[src/rtl/ccd_frame_capture.sv]
// ccd_frame_capture
//   Front end of the image pipeline. Qualifies raw sensor pixels with frame/line valid, gates
//   capture with start/stop commands, and presents registered pixel data, data-valid and X/Y
//   coordinates for the downstream processor. Keeps a count of frames whose capture started.
//
//   Latency: a pixel presented on iDATA at cycle n appears on oDATA with oDVAL=1 at cycle n+2
//   (stage 1 registers the sensor inputs, stage 2 produces the outputs).
//
// Configuration macro:
//   TEST_PATTERN_EN - adds input iPATTERN; when high, oDATA carries (X + Y) instead of iDATA.
//
// Ports:
//   iCLK         pixel clock, rising edge
//   iRST         asynchronous active-high reset
//   iDATA        raw sensor pixel
//   iFVAL/iLVAL  sensor frame / line valid
//   iSTART       one-cycle pulse, arm capture
//   iEND         one-cycle pulse, stop after the current frame
//   iPATTERN     (TEST_PATTERN_EN only) select coordinate test pattern
//   oDATA        captured pixel (holds when oDVAL=0)
//   oDVAL        oDATA/oX_Cont/oY_Cont describe a valid pixel
//   oX_Cont      column of the pixel on oDATA
//   oY_Cont      row of the pixel on oDATA
//   oFrame_Cont  number of frames whose capture has started (wraps)
//   oBusy        capture engine is armed, capturing or draining
module ccd_frame_capture #(
  parameter int unsigned DATA_W     = 12,
  parameter int unsigned CNT_W      = 11,
  parameter int unsigned LINE_WIDTH = 1280,
  parameter int unsigned FCNT_W     = 32
) (
  input  logic              iCLK,
  input  logic              iRST,
  input  logic [DATA_W-1:0] iDATA,
  input  logic              iFVAL,
  input  logic              iLVAL,
  input  logic              iSTART,
  input  logic              iEND,
`ifdef TEST_PATTERN_EN
  input  logic              iPATTERN,
`endif
  output logic [DATA_W-1:0] oDATA,
  output logic              oDVAL,
  output logic [CNT_W-1:0]  oX_Cont,
  output logic [CNT_W-1:0]  oY_Cont,
  output logic [FCNT_W-1:0] oFrame_Cont,
  output logic              oBusy
);

  localparam logic [CNT_W-1:0] XLast = CNT_W'(LINE_WIDTH - 1);

  typedef enum logic [1:0] {StIdle, StArmed, StCapture, StDrain} state_e;

  state_e state_q, state_d;

  // Stage 1: registered sensor inputs, plus a delayed frame valid for edge detection.
  logic [DATA_W-1:0] data_s1_q;
  logic              fval_s1_q;
  logic              lval_s1_q;
  logic              fval_prev_q;
`ifdef TEST_PATTERN_EN
  logic              pattern_s1_q;
`endif

  // Stage 2: output registers and the coordinate the next valid pixel will receive.
  logic [DATA_W-1:0] data_q, data_d;
  logic              dval_q, dval_d;
  logic [CNT_W-1:0]  x_q, x_d;
  logic [CNT_W-1:0]  y_q, y_d;
  logic [CNT_W-1:0]  x_nxt_q, x_nxt_d;
  logic [CNT_W-1:0]  y_nxt_q, y_nxt_d;
  logic [FCNT_W-1:0] fcnt_q, fcnt_d;

  logic              fval_rise;
  logic              fval_fall;
  logic              cap_active;
  logic              busy;
  logic              frame_start;
  logic              pix_valid;
  logic [CNT_W-1:0]  x_pix;
  logic [CNT_W-1:0]  y_pix;
  logic [DATA_W-1:0] pix_src;

  assign fval_rise = fval_s1_q & ~fval_prev_q;
  assign fval_fall = ~fval_s1_q & fval_prev_q;

  // ---------------------------------------------------------------------------
  // Stage 1 input registers
  // ---------------------------------------------------------------------------
  always_ff @(posedge iCLK or posedge iRST) begin
    if (iRST) begin
      data_s1_q    <= '0;
      fval_s1_q    <= 1'b0;
      lval_s1_q    <= 1'b0;
      fval_prev_q  <= 1'b0;
`ifdef TEST_PATTERN_EN
      pattern_s1_q <= 1'b0;
`endif
    end else begin
      data_s1_q    <= iDATA;
      fval_s1_q    <= iFVAL;
      lval_s1_q    <= iLVAL;
      fval_prev_q  <= fval_s1_q;
`ifdef TEST_PATTERN_EN
      pattern_s1_q <= iPATTERN;
`endif
    end
  end

  // ---------------------------------------------------------------------------
  // Capture FSM: state register / next state / outputs
  // ---------------------------------------------------------------------------
  always_ff @(posedge iCLK or posedge iRST) begin
    if (iRST) begin
      state_q <= StIdle;
    end else begin
      state_q <= state_d;
    end
  end

  always_comb begin
    state_d = state_q;
    unique case (state_q)
      StIdle: begin
        // A simultaneous start and end cancels out.
        if (iSTART && !iEND) state_d = StArmed;
      end
      StArmed: begin
        // Only a fresh frame edge starts capture; a frame already in flight is skipped.
        if (iEND) begin
          state_d = StIdle;
        end else if (fval_rise) begin
          state_d = StCapture;
        end
      end
      StCapture: begin
        if (iEND) state_d = StDrain;
      end
      StDrain: begin
        if (fval_fall) state_d = StIdle;
      end
      default: state_d = StIdle;
    endcase
  end

  always_comb begin
    busy       = (state_q != StIdle);
    cap_active = 1'b0;
    unique case (state_q)
      // The frame edge that moves ARMED to CAPTURE also carries the frame's first cycle.
      StArmed:            cap_active = fval_rise & ~iEND;
      StCapture, StDrain: cap_active = 1'b1;
      default:            cap_active = 1'b0;
    endcase
  end

  // ---------------------------------------------------------------------------
  // Stage 2: qualification, coordinates, frame count, output data
  // ---------------------------------------------------------------------------
  assign frame_start = cap_active & fval_rise;
  assign pix_valid   = cap_active & fval_s1_q & lval_s1_q;

  // Coordinate of the pixel in stage 1; a frame start forces it to the origin.
  assign x_pix = frame_start ? '0 : x_nxt_q;
  assign y_pix = frame_start ? '0 : y_nxt_q;

`ifdef TEST_PATTERN_EN
  logic [CNT_W:0] pat_sum;
  assign pat_sum = {1'b0, x_pix} + {1'b0, y_pix};
  assign pix_src = pattern_s1_q ? DATA_W'(pat_sum) : data_s1_q;
`else
  assign pix_src = data_s1_q;
`endif

  always_comb begin
    data_d  = data_q;
    dval_d  = pix_valid;
    x_d     = x_q;
    y_d     = y_q;
    x_nxt_d = x_nxt_q;
    y_nxt_d = y_nxt_q;
    fcnt_d  = fcnt_q;

    if (frame_start) begin
      fcnt_d  = fcnt_q + FCNT_W'(1);
      x_nxt_d = '0;
      y_nxt_d = '0;
    end

    if (pix_valid) begin
      data_d = pix_src;
      x_d    = x_pix;
      y_d    = y_pix;
      // Coordinates follow the pixel count; short or long lines are not realigned.
      if (x_pix == XLast) begin
        x_nxt_d = '0;
        y_nxt_d = y_pix + CNT_W'(1);
      end else begin
        x_nxt_d = x_pix + CNT_W'(1);
        y_nxt_d = y_pix;
      end
    end
  end

  always_ff @(posedge iCLK or posedge iRST) begin
    if (iRST) begin
      data_q  <= '0;
      dval_q  <= 1'b0;
      x_q     <= '0;
      y_q     <= '0;
      x_nxt_q <= '0;
      y_nxt_q <= '0;
      fcnt_q  <= '0;
    end else begin
      data_q  <= data_d;
      dval_q  <= dval_d;
      x_q     <= x_d;
      y_q     <= y_d;
      x_nxt_q <= x_nxt_d;
      y_nxt_q <= y_nxt_d;
      fcnt_q  <= fcnt_d;
    end
  end

  assign oDATA       = data_q;
  assign oDVAL       = dval_q;
  assign oX_Cont     = x_q;
  assign oY_Cont     = y_q;
  assign oFrame_Cont = fcnt_q;
  assign oBusy       = busy;

endmodule

[config.mk]
export PLATFORM = sky130hd
export DESIGN_NAME = ccd_frame_capture
export DESIGN_NICKNAME = d
export VERILOG_FILES = /design/src/rtl/ccd_frame_capture.sv
export SDC_FILE = /design/constraint.sdc
export NUM_CORES = 1
export LEC_CHECK = 0
export ABC_AREA = 1
export CAP_MARGIN = 25
export CELL_PAD_IN_SITES_DETAIL_PLACEMENT = 1
export CELL_PAD_IN_SITES_GLOBAL_PLACEMENT = 1
export CORE_MARGIN = 1.5
export CORE_UTILIZATION = 34
export CTS_CLUSTER_DIAMETER = 60
export DETAILED_ROUTE_END_ITERATION = 6
export GPL_TIMING_DRIVEN = 0
export HOLD_SLACK_MARGIN = 0.02
export PLACE_DENSITY_LB_ADDON = 0.1
export SYNTH_ARGS = -nofsm -noshare
export SYNTH_HDL_FRONTEND = slang
export SYNTH_SLANG_ARGS = --single-unit
export TNS_END_PERCENT = 1
[constraint.sdc]
create_clock -name iCLK -period 4.4 [get_ports iCLK]
set_input_delay 1.1 -clock iCLK [delete_from_list [all_inputs] [get_ports iCLK]]
set_output_delay 1.1 -clock iCLK [all_outputs]
set_load 0.05 [all_outputs]
## After elaboration in Yosys (flattened, before gate mapping)

Cells that the tools add are included.

- $add $sub $neg: 3
- Equality and inequality tests: 8
- Muxes and demuxes: 13
- Bitwise logic cells: 9
- Reduce and logical (&&, ||, !) cells: 6

Operator list:

| operator | count |
|---|---|
| two-way mux 11 bit | 6 |
| adder 32 x 1 -> 32 bit, second input constant | 1 |
| adder 11 x 1 -> 11 bit, second input constant | 2 |
| == test 11 bit, second input constant | 1 |
| two-way mux 2 bit | 5 |
| one-hot mux 2 bit (4 select lines) | 1 |
| bitwise AND 1 bit | 6 |
| inequality test 2 bit, second input constant | 3 |
| == test 2 bit, second input constant | 2 |
| AND reduction 4 bit | 1 |
| inequality test 3 bit, second input constant | 1 |
| NOT 1 bit | 3 |
| == test 2 x 1 -> 1 bit, second input constant | 1 |
| logical NOT 2 bit | 1 |
| one-hot mux 1 bit (2 select lines) | 1 |
| nonzero test 2 bit | 1 |
| OR reduction 2 bit | 1 |
| logical AND 1 bit | 1 |
| logical NOT 1 bit | 1 |

- Register bits: 106
- Input port bits: 18
- Output and inout port bits: 68
- Word-level logic and storage cells: 51

## Longest topological paths before layout

- Depth in word-level cells: 9
- Gate-level depth with buffers: 17
- Depth with buffers taken out: 15

## Worst setup path after synthesis

No wires, ideal clock.

- Path kind: input to register
- Start point: input port iEND
- End point: register y_nxt_q[4]
- Setup time: 0.121 ns
- Arrival: 2.734 ns
- Data required time: 4.279 ns
- Setup slack: 1.544 ns
- Stages: 15
- Buffers on the path: 2
- Cell sequence: inv_1 nand2_2 a21oi_2 buf_6 clkbuf_1 nor2_1 ha_1 nand2_1 inv_1 nand3_4 nor2_2 nand2_1 nor2_4 nand2_1 xor2_1

- Word-level cells in the longest chain between the ends: 8
- Elaborated cells between the ends (all ways): 12
- Classes of those cells: add/sub (1); eq/ne (1); mux (5); bitwise (5)

Ends and longest elaborated chain:

| item | RTL line | text |
|---|---|---|
| start, declared | 38 | `input logic iEND,` |
| NOT 1 bit | 151 | `StArmed: cap_active = fval_rise & ~iEND;` |
| bitwise AND 1 bit | 151 |  |
| one-hot mux 1 bit (2 select lines) | 149 | `unique case (state_q)` |
| bitwise AND 1 bit | 160 | `assign frame_start = cap_active & fval_rise;` |
| two-way mux 11 bit | - |  |
| named net x_pix[1] | 80 | `logic [CNT_W-1:0] x_pix;` |
| == test 11 bit | 195 | `if (x_pix == XLast) begin` |
| two-way mux 11 bit | 195 |  |
| two-way mux 11 bit | 190 | `if (pix_valid) begin` |
| named net y_nxt_d[4] | 71 | `logic [CNT_W-1:0] y_nxt_q, y_nxt_d;` |
| end signal, assigned | 220 | `y_nxt_q <= y_nxt_d;` |
| end, declared | 71 |  |

The timed path passes the listed nets, and every way through them passes these cells.
A chain may end at the register's enable or synchronous reset.

## Worst setup path in the final report

Ends and elaborated chain as after synthesis.

==> impl_metrics.tcl <==
set metrics [dict create \
    outcome "finished clean" \
    multi_input_area_sq_mm 0.00206 \
    yosysWarnings 0 \
    insertion_delay_ps 350 \
    dieArea_sq_mm 0.0155 \
    ctsHoldBuffers 0 \
    root_buffer "clkbuf_16" \
    grt_use_total_pct 18.2 \
    endpoint "y_nxt_q[4]" \
    cts-resized-gates 0 \
    ys_ff_latch 106 \
    port_buffers 85 \
    path_class "in -> reg" \
    maxCapViolCount 0 \
    drtPass1Iterations 4 \
    crit_required_ps 4640 \
    post-place-cells 868 \
    htreeDepth 3 \
    synthToLayoutAreaGrowth_pct 28.0 \
    setup_viol_count_final 0 \
    antenna_cells 0 \
    min_period_ps 3560 \
    slowest_delay_ps 520 \
    num_rows 44 \
    critical-path-slowest-cell "clkdlybuf4s50_1" \
    drc_errors 0 \
    overflow 0 \
    clockBufferDepth 2 \
    cts_buffers 9 \
    grt_max_degree 57 \
    worst_clock_skew_ps 6.37 \
    nets 716 \
    rsz0062_at_grt "no" \
    routed_wl_mm 13.5 \
    clock_sinks 106 \
    peakVddDrop_mv 0.355 \
    start_util_pct 34.6 \
    preCtsSetupSlack_ps 440 \
    post_drt_wl_per_cell_um 15.2 \
    powerDensity_mw_per_mm2 451 \
    critPathLaunchType "primary input" \
    place_hpwl_mm 9.94 \
    r2r_cells 14 \
    end_kind "flop" \
    startpoint "iEND" \
    fill_cells 1757 \
    period_share_pct 81.0 \
    syn-num-nets 619 \
    tritoncts "done" \
    num_io_pins 86 \
    via_per_inst 4.71 \
    fin_ws_ps 837 \
    cts_setup_buffers 0 \
    cp_num_cells 16 \
    synthCells 598 \
    critPathMaxFanout 10 \
    slew_violations 0 \
    hp-class "reg -> reg" \
    final_cell_count_no_fill 884 \
    yosysSeqAreaShare_pct 53.0 \
    r2r_slack_ps 1690 \
    syn_area_per_cell_sq_um 8.37 \
    path_delay_family "simple AND/OR/NAND/NOR gates" \
    core_sq_mm 0.0145 \
    path_buf_inv 5 \
    path_clk_slew_ps 70 \
    path_cells "clkdlybuf4s50_1, inv_1, nand2_2, a21oi_2, buf_6, clkbuf_1, nor2_1, ha_1, nand2_1, inv_1, nand3_4, nor2_2, nand2_1, nor2_4, nand2_1, xor2_1" \
    tightest_slew_ps 661 \
    max_freq_mhz 281 \
    yosysUniqueCellTypes 32 \
    synthesis.area_sq_mm 0.00500 \
    hold_viol_final 0 \
    reg2reg_to "y_nxt_q[4]" \
    antenna_left 0 \
    layout-drive-gt1-share_pct 7.29 \
    antenna_found_initial 0 \
    cp_data_arrival_time_ps 3810 \
    vias 4168 \
    die_w_um 124 \
    die_y_um 124 \
    grt_first_pass_wirelength_mm 22.4 \
    crit_top_cell "nand2_1" \
    leakage_nw 2.97 \
    drt_iter0_markers 239 \
    layout.area.seq_sq_mm 0.00265 \
    gp_congestion 0.829 \
    grt_pass1_vias 4522 \
    slew-limit-headroom_pct 55.9 \
]
Yosys cell counts, drive strengths merged:
library cell	count	area [sq um]
nand2	221	840
dfrtp	106	2650
inv	59	221
nor2	59	269
nand3	27	153
nor3	21	131
xnor2	19	166
xor2	19	166
nand4	18	113
o21ai	17	88.8
buf	8	45.0
clkbuf	8	30.0
a21oi	7	50.1
ha	3	37.5
nor4	2	12.5
a211oi	1	7.51
a31oi	1	6.26
nand3b	1	7.51
o31ai	1	7.51
cell type report:
type,count,share of cell area [%]
timing repair buffer,86,13.7
inverter,59,3.50
tap,184,3.59
buffer,16,1.17
clock inverter,4,0.391
sequential,106,41.4
multi-input combinational,417,32.1
clock buffer,12,4.16
flip-flops by register name, indices dropped and copies added (netlist names), named ones only:
name and cells:
fval_s1_q 1, state_q 1, oY_Cont 11, oX_Cont 11, lval_s1_q 1, y_nxt_q 11
oDATA 12, x_nxt_q 11, oDVAL 1, fval_prev_q 1, oFrame_Cont 32, data_s1_q 12
logic make-up (layout without fill, tap and decap cells):
| group | after synthesis | in the layout | share of synthesized area (%) |
|---|---|---|---|
| and+or+nand+nor | 349 | 349 | 30.5 |
| DFF | 106 | 106 | 53.0 |
| buffers and inverters | 75 | 177 | 5.93 |
| xor gates and xnor gates | 38 | 38 | 6.65 |
| AOI/OAI and AO/OA | 27 | 27 | 3.20 |
| adders and majority gates | 3 | 3 | 0.750 |
through the flow:
step	power (W)	instance area, sq um	util (%)	setup TNS (ps)	hold WS, ps
floorplan	0.00179	5000	-	0	395
global route	0.00303	6410	44.3	0	462
global placement	0.00210	6090	42.0	-133430	416
CTS	0.00293	6410	44.3	0	435
finish	0.00289	6410	44.3	0	435
detailed placement	0.00213	6120	42.2	0	420
power by group:
group / internal, W / switching [W]
clock: 0.000429 / 0.000363
combinational: 0.000274 / 0.000638
sequential: 0.00109 / 0.0000910
total: 0.00180 / 0.00109
per-layer routing:
layer / up-vias / share of wire [%] / track usage, %
li1: 2058 / - / -
met1: 2023 / 44 / 21.5
met2: 69 / 51 / 32.8
met3: 18 / 3.4 / 4.42
met4: 0 / 1.5 / 4.94
met5: - / 0 / 0
worst reg2reg max path, delay by kind of cell (launching register included):
| family | cells | cell delay [ps] |
|---|---|---|
| xor gates and xnor gates | 1 | 150 |
| AOI/OAI and AO/OA | 1 | 90 |
| adders and majority gates | 1 | 240 |
| buffers and inverters | 4 | 640 |
| and+or+nand+nor | 7 | 1050 |
| DFF | 1 | 440 |
cell usage in the layout (no fill, tap or decap), drive strengths merged:
| cell type | synthesis | final |
|---|---|---|
| nor4 | 2 | 2 |
| nand4 | 18 | 18 |
| clkdlybuf4s50 | 0 | 85 |
| nor3 | 21 | 21 |
| buf | 8 | 9 |
| inv | 59 | 59 |
| clkinvlp | 0 | 2 |
| o21ai | 17 | 17 |
| nand3 | 27 | 27 |
| nand2 | 221 | 221 |
| xnor2 | 19 | 19 |
| xor2 | 19 | 19 |
| nand3b | 1 | 1 |
| o31ai | 1 | 1 |
| clkbuf | 8 | 20 |
| clkinv | 0 | 2 |
| ha | 3 | 3 |
| a21oi | 7 | 7 |
| a211oi | 1 | 1 |
| nor2 | 59 | 59 |
| dfrtp | 106 | 106 |
| a31oi | 1 | 1 |
worst min-delay path by stage:
stage / startpoint / slack [ps] / depth (start not counted) / end
after CTS: fval_s1_q / 440 / 0 / fval_prev_q
after detailed placement: fval_s1_q / 420 / 0 / fval_prev_q
after floorplan: fval_s1_q / 400 / 0 / fval_prev_q
after global routing: fval_s1_q / 460 / 0 / fval_prev_q
after global placement: fval_s1_q / 420 / 0 / fval_prev_q
final: fval_s1_q / 430 / 0 / fval_prev_q
No activity file was read; power rests on OpenSTA's default activity.
